`src/rtl/udp_tx_pkt_arbiter_pkg.sv`:
```
// Shared types and constants for the two-requester UDP TX packet arbiter.
package udp_tx_pkt_arbiter_pkg;

  // AXI-Stream widths used on every port of the arbiter.
  localparam int AXIS_DATA_WIDTH = 512;
  localparam int AXIS_KEEP_WIDTH = 64;
  localparam int AXIS_USER_WIDTH = 1;

  // Arbiter FSM: wait for a request, forward one whole packet, then idle out the gap.
  typedef enum logic [1:0] {
    ST_IDLE = 2'd0,
    ST_XFER = 2'd1,
    ST_GAP  = 2'd2
  } arb_state_e;

  // Requester index: 0 = XDMA H2C stream, 1 = perf-monitor generator.
  typedef logic req_idx_t;

  localparam req_idx_t REQ_S0 = 1'b0;
  localparam req_idx_t REQ_S1 = 1'b1;

  // Collapse a one-hot two-bit grant into a requester index.
  function automatic req_idx_t onehot_to_idx(input logic [1:0] onehot);
    return req_idx_t'(onehot[1]);
  endfunction

endpackage

```
`src/rtl/udp_tx_pkt_arbiter_rr_arb2.sv`:
```
// Two-way round-robin pick: a lone requester always wins, a tie goes to the
// requester that did not own the previous packet.
module rr_arb2
  import udp_tx_pkt_arbiter_pkg::*;
(
  input  logic [1:0] req,
  input  req_idx_t   last_grant,
  output logic [1:0] grant
);

  // Purely combinational pick; the caller registers the result.
  always_comb begin
    grant = 2'b00;
    case (req)
      2'b01:   grant = 2'b01;
      2'b10:   grant = 2'b10;
      2'b11:   grant = (last_grant == REQ_S1) ? 2'b01 : 2'b10;
      default: grant = 2'b00;
    endcase
  end

endmodule

```
`src/rtl/udp_tx_pkt_arbiter.sv`:
```
// Packet-granular arbiter merging the XDMA H2C stream (s0) and the
// perf-monitor stream (s1) onto the shared UDP/CMAC TX stream (m).
//
// Handshake: every AXIS port transfers a beat on a rising CLK edge where
// tvalid and tready are both high; a source holds tvalid and its payload
// stable until that happens. Only the owning slave sees m_axis_tready, so
// the non-owner is stalled with tready=0 and is never partially consumed.
module udp_tx_pkt_arbiter
  import udp_tx_pkt_arbiter_pkg::*;
#(
  parameter int DATA_WIDTH = AXIS_DATA_WIDTH,
  parameter int KEEP_WIDTH = AXIS_KEEP_WIDTH,
  parameter int USER_WIDTH = AXIS_USER_WIDTH
) (
  input  logic                  CLK,
  input  logic                  RST_N,

  input  logic                  s0_axis_tvalid,
  output logic                  s0_axis_tready,
  input  logic [DATA_WIDTH-1:0] s0_axis_tdata,
  input  logic [KEEP_WIDTH-1:0] s0_axis_tkeep,
  input  logic                  s0_axis_tlast,
  input  logic [USER_WIDTH-1:0] s0_axis_tuser,

  input  logic                  s1_axis_tvalid,
  output logic                  s1_axis_tready,
  input  logic [DATA_WIDTH-1:0] s1_axis_tdata,
  input  logic [KEEP_WIDTH-1:0] s1_axis_tkeep,
  input  logic                  s1_axis_tlast,
  input  logic [USER_WIDTH-1:0] s1_axis_tuser,

  output logic                  m_axis_tvalid,
  input  logic                  m_axis_tready,
  output logic [DATA_WIDTH-1:0] m_axis_tdata,
  output logic [KEEP_WIDTH-1:0] m_axis_tkeep,
  output logic                  m_axis_tlast,
  output logic [USER_WIDTH-1:0] m_axis_tuser,

  input  logic [31:0]           cfg_pkt_interval,
  output logic [1:0]            grant_out,
  output logic [31:0]           pkt_count0_out,
  output logic [31:0]           pkt_count1_out,
  output logic [31:0]           beat_count_out,
  output arb_state_e            state_dbg
);

  arb_state_e  state_q, state_d;
  logic [1:0]  grant_q, grant_d;
  req_idx_t    last_grant_q, last_grant_d;
  logic [31:0] gap_cnt_q, gap_cnt_d;
  logic [31:0] pkt_count0_q, pkt_count1_q, beat_count_q;

  logic [1:0]  rr_pick;
  req_idx_t    owner;
  logic        in_xfer;
  logic        m_hs;
  logic        m_last_hs;

  assign owner   = onehot_to_idx(grant_q);
  assign in_xfer = (state_q == ST_XFER);

  rr_arb2 u_rr_arb2 (
    .req        ({s1_axis_tvalid, s0_axis_tvalid}),
    .last_grant (last_grant_q),
    .grant      (rr_pick)
  );

  // Steer the owner's stream to the master port; everything is quiet outside XFER.
  always_comb begin
    m_axis_tvalid  = 1'b0;
    m_axis_tdata   = '0;
    m_axis_tkeep   = '0;
    m_axis_tlast   = 1'b0;
    m_axis_tuser   = '0;
    s0_axis_tready = 1'b0;
    s1_axis_tready = 1'b0;
    if (in_xfer) begin
      if (owner == REQ_S1) begin
        m_axis_tvalid  = s1_axis_tvalid;
        m_axis_tdata   = s1_axis_tdata;
        m_axis_tkeep   = s1_axis_tkeep;
        m_axis_tlast   = s1_axis_tlast;
        m_axis_tuser   = s1_axis_tuser;
        s1_axis_tready = m_axis_tready;
      end else begin
        m_axis_tvalid  = s0_axis_tvalid;
        m_axis_tdata   = s0_axis_tdata;
        m_axis_tkeep   = s0_axis_tkeep;
        m_axis_tlast   = s0_axis_tlast;
        m_axis_tuser   = s0_axis_tuser;
        s0_axis_tready = m_axis_tready;
      end
    end
  end

  assign m_hs      = m_axis_tvalid & m_axis_tready;
  assign m_last_hs = m_hs & m_axis_tlast;

  // Next-state logic: grants only move at packet boundaries, the gap length is latched at tlast.
  always_comb begin
    state_d      = state_q;
    grant_d      = grant_q;
    last_grant_d = last_grant_q;
    gap_cnt_d    = gap_cnt_q;
    case (state_q)
      ST_IDLE: begin
        if (rr_pick != 2'b00) begin
          state_d = ST_XFER;
          grant_d = rr_pick;
        end
      end
      ST_XFER: begin
        if (m_last_hs) begin
          grant_d      = 2'b00;
          last_grant_d = owner;
          if (cfg_pkt_interval != 32'd0) begin
            state_d   = ST_GAP;
            gap_cnt_d = cfg_pkt_interval;
          end else begin
            state_d = ST_IDLE;
          end
        end
      end
      ST_GAP: begin
        gap_cnt_d = gap_cnt_q - 32'd1;
        if (gap_cnt_q <= 32'd1) begin
          state_d   = ST_IDLE;
          gap_cnt_d = 32'd0;
        end
      end
      default: begin
        state_d   = ST_IDLE;
        grant_d   = 2'b00;
        gap_cnt_d = 32'd0;
      end
    endcase
  end

  // FSM, grant and gap registers.
  always_ff @(posedge CLK or negedge RST_N) begin
    if (!RST_N) begin
      state_q      <= ST_IDLE;
      grant_q      <= 2'b00;
      last_grant_q <= REQ_S1;
      gap_cnt_q    <= 32'd0;
    end else begin
      state_q      <= state_d;
      grant_q      <= grant_d;
      last_grant_q <= last_grant_d;
      gap_cnt_q    <= gap_cnt_d;
    end
  end

  // Traffic counters; all wrap naturally at 2^32.
  always_ff @(posedge CLK or negedge RST_N) begin
    if (!RST_N) begin
      pkt_count0_q <= 32'd0;
      pkt_count1_q <= 32'd0;
      beat_count_q <= 32'd0;
    end else begin
      if (m_hs) begin
        beat_count_q <= beat_count_q + 32'd1;
      end
      if (m_last_hs && (owner == REQ_S0)) begin
        pkt_count0_q <= pkt_count0_q + 32'd1;
      end
      if (m_last_hs && (owner == REQ_S1)) begin
        pkt_count1_q <= pkt_count1_q + 32'd1;
      end
    end
  end

  assign grant_out      = grant_q;
  assign pkt_count0_out = pkt_count0_q;
  assign pkt_count1_out = pkt_count1_q;
  assign beat_count_out = beat_count_q;
  assign state_dbg      = state_q;

endmodule

```
`config.mk`:
```
export PLATFORM = sky130hd
export DESIGN_NAME = udp_tx_pkt_arbiter
export DESIGN_NICKNAME = d
export VERILOG_FILES = /design/src/rtl/udp_tx_pkt_arbiter_pkg.sv /design/src/rtl/udp_tx_pkt_arbiter_rr_arb2.sv /design/src/rtl/udp_tx_pkt_arbiter.sv
export SDC_FILE = /design/constraint.sdc
export NUM_CORES = 1
export LEC_CHECK = 0
export ABC_CLOCK_PERIOD_IN_PS = 3250
export CORE_AREA = 2 2 725 727
export DETAILED_ROUTE_END_ITERATION = 10
export DIE_AREA = 0 0 727 729
export HOLD_SLACK_MARGIN = 0.1
export PLACE_DENSITY_LB_ADDON = 0.08
export SLEW_MARGIN = 10
export SYNTH_ARGS = -nofsm -noshare
export SYNTH_HDL_FRONTEND = slang
export SYNTH_SLANG_ARGS = --single-unit
```
`constraint.sdc`:
```
create_clock -name CLK -period 3.25 [get_ports CLK]
set_clock_uncertainty 0.1 [all_clocks]
set_input_delay 0.65 -clock CLK [delete_from_list [all_inputs] [get_ports CLK]]
set_output_delay 0.65 -clock CLK [all_outputs]
set_load 0.005 [all_outputs]
```
==> summary.txt <==
Detailed routing
  – Routed wire per std cell: 39.5 um
  – DRC Markers: 0
  – First-pass DRT Iterations: 5
  – Antenna Nets Post-Route: 0
  – Via/cell ratio: 2.48
  – DR vias: 28,300
  – Initial DRC count: 1,707
  – Drt total wl: 452,000 um

Synth
  – Xor/xnor share of the synthesized area: 0.0486
  – Synthesis Warnings: 0
  – Sequential-to-total area share from yosys stat: 0.196
  – Synth Area in Compound Gates: 0.0563
  – Post-synthesis cell area: 16,900 sq um
  – Synth async-reset ratio: 1.00
  – #FFs+latches synth: 133
  – Post-Syn Nets: 3,179
  – Post-synth top flop: dfrtp_1
  – Synth Instances: 1,978
  – Area share of the largest cell type after synthesis: 0.343
  – Largest family of logic cells by synthesized area: multiplexers
  – Synth Area per Inst: 8.57 sq um
  – Synth cell types: 59
  – Proportion of synthesized area in mux cells: 0.347
  – Post-synthesis adder-cell area fraction: 0.00591
  – Dominant cells by area after synthesis: mux2i_1 (34%), nor2b_1 (21%), dfrtp_1 (19%)
  – Number of flops mapped to enable cells by yosys: 0
  – Yosys top cell by area: mux2i_1
  – Post-Synth Simple-Gate Area: 0.303

Clocking
  – Bufs on Longest Clock Path: 2
  – Worst skew pair latency: 0.53 ns
  – Cts bufs inserted: 17
  – CTS Sinks: 133
  – CTS tree: built
  – H-tree levels: 4
  – Clock slew at reported path FFs: 0.07 ns
  – Clock root cell: clkbuf_16

STA
  – Final Critical Period: 3.33 ns
  – Fin. Hold Viols: 0
  – Slew @ Worst Pin: 0.932 ns
  – Relative slew slack: 0.379
  – Final WS setup: -0.0805 ns
  – Final setup viols: 12
  – Max Slew Vio Count: 0
  – RSZ-0062 raised after global routing: yes
  – Final Cycle Share: 1.02
  – Maximum clock frequency: 300 MHz

Cells and area
  – Final net count: 5,552
  – Layout cell share with drive strength beyond 1: 0.350
  – Fin area: 56,600 sq um
  – Final core occ: 0.108
  – Final Non-Filler Cells: 11,400
  – Synthesis-to-finish area growth: 234%

Hold path
  – Hold path depth: 1
  – Worst min path class: register to register

Worst setup path
  – Reg2Reg Depth: 11
  – Worst path max stage delay: 0.40 ns
  – WP buf/inv: 9
  – Worst-path maximum fanout: 7
  – Crit path max-delay family: buffers and inverters
  – Worst setup path category: register to output pin
  – CP arrival: 2.58 ns
  – Critical Path RT: 2.50 ns
  – Critical Path, Cell by Cell: inv_2 > ha_4 > buf_6 > buf_16 > buf_16 > buf_12 > buf_12 > buf_16 > buf_12 > nor2b_4 > buf_6
  – CP Capture Type: output pin
  – Worst path slowest cell: dfrtp_1
  – Crit path depth: 11
  – Critical path launch point: state_dbg[1]$_DFFE_PN0P_
  – Reg2reg setup slack: 0.12 ns
  – Crit start category: register
  – R2R Path End: beat_count_out[29]$_DFFE_PN0P_
  – CP endpoint: m_axis_tdata[336]
  – Reg2reg start: grant_out[1]$_DFFE_PN0P_

Run status
  – Outcome: complete, but fails checks
  – Failing checks: negative setup slack

Global routing
  – Total track usage: 0.162
  – Initial antenna violation count: 459
  – Vias in the first global route: 28,200
  – First-pass GRT wire length: 513,000 um
  – Largest net degree at the start of global routing: 73
  – Total grt overflow: 0

Place
  – I/O Buffers: 1,873
  – Post-DP HPWL: 405,000 um
  – GPL Wtd Cong: 0.974
  – Placed inst area: 48,800 sq um
  – Worst slack at placement: -0.354 ns
  – Placed Cells: 11,100

Floorplan
  – Die area: 530,000 sq um
  – Die height: 729 um
  – Core area: 523,000 sq um
  – Die width: 727 um
  – I/O pins: 1,874
  – Core Rows: 266
  – Initial core utilization: 0.0324

Pwr
  – P_leak: 0.0207 uW
  – Tot Pwr: 36,500 uW
  – PD cells: 644 nW/um^2
  – Peak VDD IR: 0.000403 V

Job
  – Max_cap viols: 0
-- power breakdown --
| group | switching, uW | leakage, uW | internal, uW |
|---|---|---|---|
| logic | 15800 | 0.0186 | 16400 |
| clock network | 1060 | 0.000275 | 1070 |
| registers | 259 | 0.00182 | 1870 |
| total | 17200 | 0.0207 | 19300 |
-- metal layers --
metal | global-route usage | share of wire | up-vias
met5 | 0 | 0.0021 | -
met4 | 0.0209 | 0.017 | 144
met3 | 0.0564 | 0.080 | 702
met2 | 0.291 | 0.50 | 1686
met1 | 0.189 | 0.40 | 13900
li1 | - | - | 11900
-- cell usage after synthesis, types with 19 or more instances --
cell,instances
mux2i_1,581
nor2b_1,577
dfrtp_1,132
clkbuf_1,99
xnor2_1,73
nand2_1,55
buf_1,53
nand3_1,49
nand4_1,35
inv_1,30
nor2_1,30
xor2_1,21
and3_1,19
-- flip-flops by register name (all words and copies together) (netlist names) --
| signal | count |
|---|---|
| pkt_count1_out | 32 |
| grant_out | 2 |
| last_grant_q | 1 |
| beat_count_out | 32 |
| gap_cnt_q | 32 |
| state_dbg | 2 |
| pkt_count0_out | 32 |
-- repair_timing --
item | CTS | global route
hold buffers | 1 | 0
gates resized for setup | 1409 | 674
gates cloned | 42 | 23
setup endpoints to repair | 540 | 385
setup buffers | 104 | 95
pin swaps | 1 | 1
hold endpoints to repair | 10 | 0
-- stage by stage --
stage                     setup TNS (ns)  hold WS, ns
after floorplan                        0        0.254
after global placement             -7.79        0.371
after detailed placement           -6.15        0.371
after CTS                         -26.17        0.385
after global routing              -10.04        0.401
final                             -0.397        0.373
-- cells by family after synthesis --
logic type | after synthesis
compound gates | 113
xor+xnor | 94
fa+ha+maj | 8
buf+inv | 187
flops | 133
mux | 587
simple gates | 856
-- how the worst min path moves through the flow --
stage	from	end	slack, ns
detailed placement	beat_count_out[31]$_DFFE_PN0P_	beat_count_out[31]$_DFFE_PN0P_	0.37
finish	beat_count_out[31]$_DFFE_PN0P_	beat_count_out[31]$_DFFE_PN0P_	0.37
CTS	beat_count_out[31]$_DFFE_PN0P_	beat_count_out[31]$_DFFE_PN0P_	0.39
global route	pkt_count0_out[31]$_DFFE_PN0P_	pkt_count0_out[31]$_DFFE_PN0P_	0.40
global placement	pkt_count0_out[31]$_DFFE_PN0P_	pkt_count0_out[31]$_DFFE_PN0P_	0.37
floorplan	RST_N	beat_count_out[0]$_DFFE_PN0P_	0.25
-- layout make-up --
| class | instances | area, sq um |
|---|---|---|
| Tap cell | 6968 | 8720 |
| Inverter | 30 | 113 |
| Timing Repair Buffer | 2511 | 27300 |
| Antenna cell | 115 | 288 |
| Sequential cell | 133 | 3330 |
| Clock inverter | 15 | 146 |
| Multi-Input combinational cell | 1658 | 16200 |
| Clock buffer | 17 | 425 |
| Fill cell | 60100 | 466000 |
-- layout by cell type, fill, tap and decap left out, types with 30 or more instances in the layout --
cell type / netlist / layout
nand3_1: 49 / 49
mux2i_4: 0 / 160
nor2b_4: 0 / 124
nand2_1: 55 / 55
clkbuf_16: 0 / 38
nor2b_1: 577 / 367
diode_2: 0 / 115
buf_12: 0 / 205
xnor2_1: 73 / 73
buf_2: 3 / 48
clkbuf_2: 0 / 78
clkdlybuf4s50_1: 0 / 1298
dlymetal6s2s_1: 0 / 50
dlygate4sd2_1: 0 / 107
buf_16: 0 / 59
nor2_1: 30 / 30
nor2b_2: 0 / 86
dfrtp_1: 132 / 131
nand4_1: 35 / 35
mux2i_2: 0 / 43
buf_6: 1 / 172
mux2i_1: 581 / 378
buf_4: 1 / 416
Power figures use the tool's default switching activity.
